===== config.mk =====
export PLATFORM = sky130hd
export DESIGN_NAME = serial_word_packer
export DESIGN_NICKNAME = d
export VERILOG_FILES = /design/src/rtl/serial_word_packer.sv
export SDC_FILE = /design/constraint.sdc
export NUM_CORES = 1
export LEC_CHECK = 0
export ABC_AREA = 0
export CORE_UTILIZATION = 46
export DETAILED_ROUTE_END_ITERATION = 6
export GPL_TIMING_DRIVEN = 0
export PLACE_DENSITY_LB_ADDON = 0.15
export SYNTH_ARGS = -nofsm -noshare
export SYNTH_HDL_FRONTEND = slang
export SYNTH_SLANG_ARGS = --single-unit

===== constraint.sdc =====
create_clock -name clk -period 2.8 [get_ports clk]
set_input_delay 0.42 -clock clk [delete_from_list [all_inputs] [get_ports clk]]
set_output_delay 0.42 -clock clk [all_outputs]
set_load 0.02 [all_outputs]

===== src/rtl/serial_word_packer.sv =====
// Packs the detector's qualified serial bit stream LSB-first into WIDTH-bit words
// and offers each word with its popcount through a one-entry valid/ready holding register.
module serial_word_packer #(
  parameter int unsigned WIDTH = 8,
  localparam int unsigned CW = $clog2(WIDTH + 1),
  localparam int unsigned FW = $clog2(WIDTH)
) (
  input  logic             clk,
  input  logic             rst,
  input  logic             bit_in,
  input  logic             bit_en,
  input  logic             word_ready,
  input  logic             ovf_clr,
  output logic [WIDTH-1:0] word_out,
  output logic [CW-1:0]    ones_out,
  output logic             word_valid,
  output logic [FW-1:0]    fill,
  output logic             overflow
);

  typedef enum logic {
    S_EMPTY = 1'b0,
    S_FULL  = 1'b1
  } state_e;

  state_e           state_q;
  logic [WIDTH-2:0] sr_q, sr_d;
  logic [FW-1:0]    fill_q, fill_d;
  logic [WIDTH-1:0] word_q;
  logic [CW-1:0]    ones_q;
  logic             ovf_q;

  logic [WIDTH-1:0] assembled_c;
  logic [CW-1:0]    ones_c;
  logic             complete_c;
  logic             load_c;
  logic             drop_c;

  function automatic logic [CW-1:0] popcount(input logic [WIDTH-1:0] w);
    logic [CW-1:0] n;
    n = '0;
    for (int unsigned i = 0; i < WIDTH; i++) begin
      n = n + CW'(w[i]);
    end
    return n;
  endfunction

  // Collect bits into the partial word; the last bit bypasses sr straight into the word.
  always_comb begin
    sr_d        = sr_q;
    fill_d      = fill_q;
    complete_c  = 1'b0;
    assembled_c = {bit_in, sr_q};
    ones_c      = popcount(assembled_c);
    if (bit_en) begin
      if (fill_q == FW'(WIDTH - 1)) begin
        complete_c = 1'b1;
        fill_d     = '0;
      end else begin
        for (int unsigned i = 0; i < WIDTH - 1; i++) begin
          if (fill_q == FW'(i)) begin
            sr_d[i] = bit_in;
          end
        end
        fill_d = fill_q + FW'(1);
      end
    end
    load_c = complete_c && ((state_q == S_EMPTY) || word_ready);
    drop_c = complete_c && !load_c;
  end

  always_ff @(posedge clk) begin
    if (rst) begin
      state_q <= S_EMPTY;
      sr_q    <= '0;
      fill_q  <= '0;
      word_q  <= '0;
      ones_q  <= '0;
      ovf_q   <= 1'b0;
    end else begin
      sr_q   <= sr_d;
      fill_q <= fill_d;
      if (load_c) begin
        word_q <= assembled_c;
        ones_q <= ones_c;
      end
      case (state_q)
        S_EMPTY: if (load_c) state_q <= S_FULL;
        S_FULL:  if (word_ready && !load_c) state_q <= S_EMPTY;
        default: state_q <= S_EMPTY;
      endcase
      // A drop on the same edge as a clear keeps the flag set.
      if (drop_c) begin
        ovf_q <= 1'b1;
      end else if (ovf_clr) begin
        ovf_q <= 1'b0;
      end
    end
  end

  assign word_out   = word_q;
  assign ones_out   = ones_q;
  assign word_valid = (state_q == S_FULL);
  assign fill       = fill_q;
  assign overflow   = ovf_q;

endmodule


==> metrics.md <==
| Metric | Value |
|---|---|
| Clock Latency Late Sink | 0.31 ns |
| P&R area growth vs syn | 26.4% |
| Share of layout cells above drive strength 1 | between 10% and 20% |
| Slew Viols, Final | 0 |
| Worst-Margin Slew | between 0.4 and 0.5 ns |
| # H-tree levels | 1 |
| Post-synthesis cell type count | 29 |
| Clock Skews | about 0.0021 ns |
| Max-cap violation count | 0 |
| Core area | about 2500 sq um |
| Routed Antenna Nets | 0 |
| Drt pass-1 iters | 5 |
| Routed via count | approximately 1000 |
| Fmax | between 0.3 and 0.4 GHz |
| Largest family of logic cells by synthesized area | simple AND/OR/NAND/NOR gates |
| Simple-gate share of the synthesized area | 16.8% |
| Register area share after synthesis | between 30 and 40% |
| Die height | approximately 54 microns |
| Row cnt | 18 |
| Multi-input gate area | around 680 sq um |
| Synth Area per Inst | between 9 and 10 sq um |
| Overall power | ~590 uW |
| Sequential Area | slightly below 500 sq um |
| Worst setup SP type | primary input |
| Yosys reg bits | 24 |
| Synthesized netlist cell count | between 100 and 150 |
| Mux contribution to synthesized area | ~6.5% |
| Syn_nets | ~150 |
| Vias per cell | around 5.5 |
| Post-synthesis xor/xnor area fraction | less than 1% |
| Routed wl met3 | 121 microns |
| Total routed wirelength | roughly 2600 microns |
| Synth Warn # | 0 |
| Number of antenna diodes | 0 |
| Largest net degree at the start of global routing | 13 |
| Vias in the first global route | 935 |
| Top FF cell, synth | dfxtp_1 |
| GRT overflow | 0 |
| Nets | 180 |
| Setup-failing EPs final | 2 |
| Final hold viol count | 0 |
| CP Max Fanout | 2 |
| Max_slew headroom | a little over two thirds |
| Post-synthesis compound-gate area fraction | between 10% and 20% |
| Met1 Wirelength | 1170 microns |
| CP max stage delay | around 0.55 ns |
| Initial antenna violation count | 0 |
| Clock sink count | 24 |
| Number of enable flip-flop cells after synthesis | 0 |
| Critical Path, Cell by Cell | clkdlybuf4s15_1 > fa_1 > inv_1 > fa_1 > fa_1 > inv_2 > ha_4 > inv_2 > fa_2 > a311oi_2 |
| Post-Synth Adder-Cell Area | roughly 16% |
| Dpl hpwl | ~1900 microns |
| Die width | about 54 microns |
| Power Dens Cells | around 370 nW/um^2 |
| Fill cells | 232 |
| Most frequent CP cell | fa_1 |
| Starting density of the core | about half |
| Synthesized area | roughly 1200 sq um |
| Async S/R FF share, synth | 0% |
| DRC | 0 |
| Failing checks | negative setup slack |
| Top Layer Used | met4 |
| Hold WS | slightly below 0.5 ns |
| IR drop worst, VDD | approximately 0.27 mV |
| First-pass GRT wire length | 4170 microns |
| CP bufs+invs | 4 |
| Crit path DAT | around 3.1 ns |
| Final period util | 103% |
| Worst-path clk slew | approximately 0.13 ns |
| CTS tree | yes |
| HP Class | register to register |
| I/O Buffers | 22 |
| DIE AREA | a little under 3000 sq um |
| Leak | between 0.6 and 0.7 nW |
| WP data required | around 3.0 ns |
| Status | finished with violations |
| Crit path max-delay family | adder cells |
| Routability cong. | 0.850 |
| Initial DRC Count | 18 |
| Final min period | approximately 2.9 ns |
| Setup CP Type | primary input to register |
| WL met2 | 1230 microns |
| Root buffer cell | clkbuf_4 |
| WL per Instance | around 14 microns |
| Clock buffer depth | 2 |
| Total GRT Usage | between 20% and 30% |
| RSZ-0062 raised after global routing | true |
| Final setup margin | -0.0735 ns |
| TritonCTS Buffers | 3 |
| Crit. End Element | register |
| Slowest cell on the critical path | fa_1 |
| Ports | 23 |
[stage by stage]
step                      worst slack [ns]  TNS (ns)  std cells  utilization, %  cell area (sq um)
after floorplan                    -0.0546   -0.0925        132               -               1240
after global placement              -0.600     -1.59        184            60.0               1500
after detailed placement            -0.698     -1.96        184            60.0               1500
after CTS                          -0.0967    -0.185        188            61.3               1530
after global routing                -0.157    -0.308        189            62.5               1560
final                              -0.0735    -0.102        189            62.5               1560
[metal layers]
layer / vias to the layer above / track usage (%)
li1: 508 / -
met1: 499 / 25.5
met2: 26 / 32.1
met3: 7 / 4.80
met4: 0 / 13.2
met5: - / 0
[final timing paths]
| path | from | to | slack [ns] | cells past startpoint |
|---|---|---|---|---|
| hold reg to reg | word_out[7] | word_out[7] | 0.49 | 2 |
| hold / removal | word_out[7] | word_out[7] | 0.49 | 2 |
| setup reg to reg | sr_q[0] | ones_out[1] | -0.07 | 9 |
| setup / recovery | bit_in | ones_out[1] | -0.07 | 10 |
[synthesized netlist by cell type (all sizes together) (2+ instances only)]
master / number / area share, %
buf: 4 / 2.8
nor2b: 2 / 1.0
ha: 9 / 9.1
fa: 4 / 6.5
a21oi: 15 / 6.7
dfxtp: 24 / 39
inv: 14 / 4.3
o21ai: 11 / 4.5
mux2i: 8 / 6.5
nor2: 11 / 3.3
clkbuf: 4 / 1.4
nand4b: 3 / 2.1
and4bb: 3 / 3.0
nand3: 10 / 4.0
[power breakdown]
part           leakage, nW  switching, mW  internal (mW)  total [mW]
logic                0.418         0.0390         0.0367      0.0757
clock network       0.0138          0.104         0.0504       0.154
registers            0.195        0.00829          0.348       0.356
[flip-flops by register name, indices dropped and copies added, names as in the netlist]
signal	flops
ones_out	4
sr_q	7
word_out	8
fill	3
overflow	1
word_valid	1
[final cells by class]
cell class              count  area share, %
inverters                  14           3.36
clock buffers               3           1.44
multi-input cells          86           43.5
plain buffers               8           3.36
flip-flops and latches     24           30.9
repair buffers             24           15.1
well taps                  30           2.40
[cells in the final DEF (no fill, tap or decap), drive strengths merged]
cell           instances
a21o                   1
fa                     4
xnor2                  1
buf                    6
a211oi                 1
ha                     9
nand3b                 1
clkdlybuf4s50         21
and4bb                 3
a21oi                 15
mux2i                  8
inv                   14
nand3                 10
nor2                  11
nor3b                  1
a311oi                 1
clkdlybuf4s15          1
clkbuf                 7
nor2b                  2
nand2b                 1
nand2                  1
and2                   1
nand4b                 3
nand4                  1
o21ai                 11
dfxtp                 24
[cell families (layout without fill, tap and decap cells)]
kind of cell	count (synthesis)	after routing
XOR/XNOR	1	1
AO/OA/AOI/OAI	29	29
buffers and inverters	22	49
AND/OR/NAND/NOR	35	35
flip-flops	24	24
multiplexers	8	8
adder cells (fa/ha/maj)	13	13
[worst register-to-register path: stages, from the launching register on]
cell and delay [ns]:
dfxtp_2 0.36, fa_1 0.50, inv_1 0.05, fa_1 0.45
fa_1 0.51, inv_2 0.05, ha_4 0.15, inv_2 0.05
fa_2 0.43, a311oi_2 0.26
[repair_timing]
action | in CTS | in global routing
pin swaps | 1 | 1
hold buffers | 0 | 0
cloned | 0 | 0
setup endpoints to repair | 2 | 2
resized for setup | 4 | 4
setup buffers | 1 | 1
(Power assumes the default switching activity.)
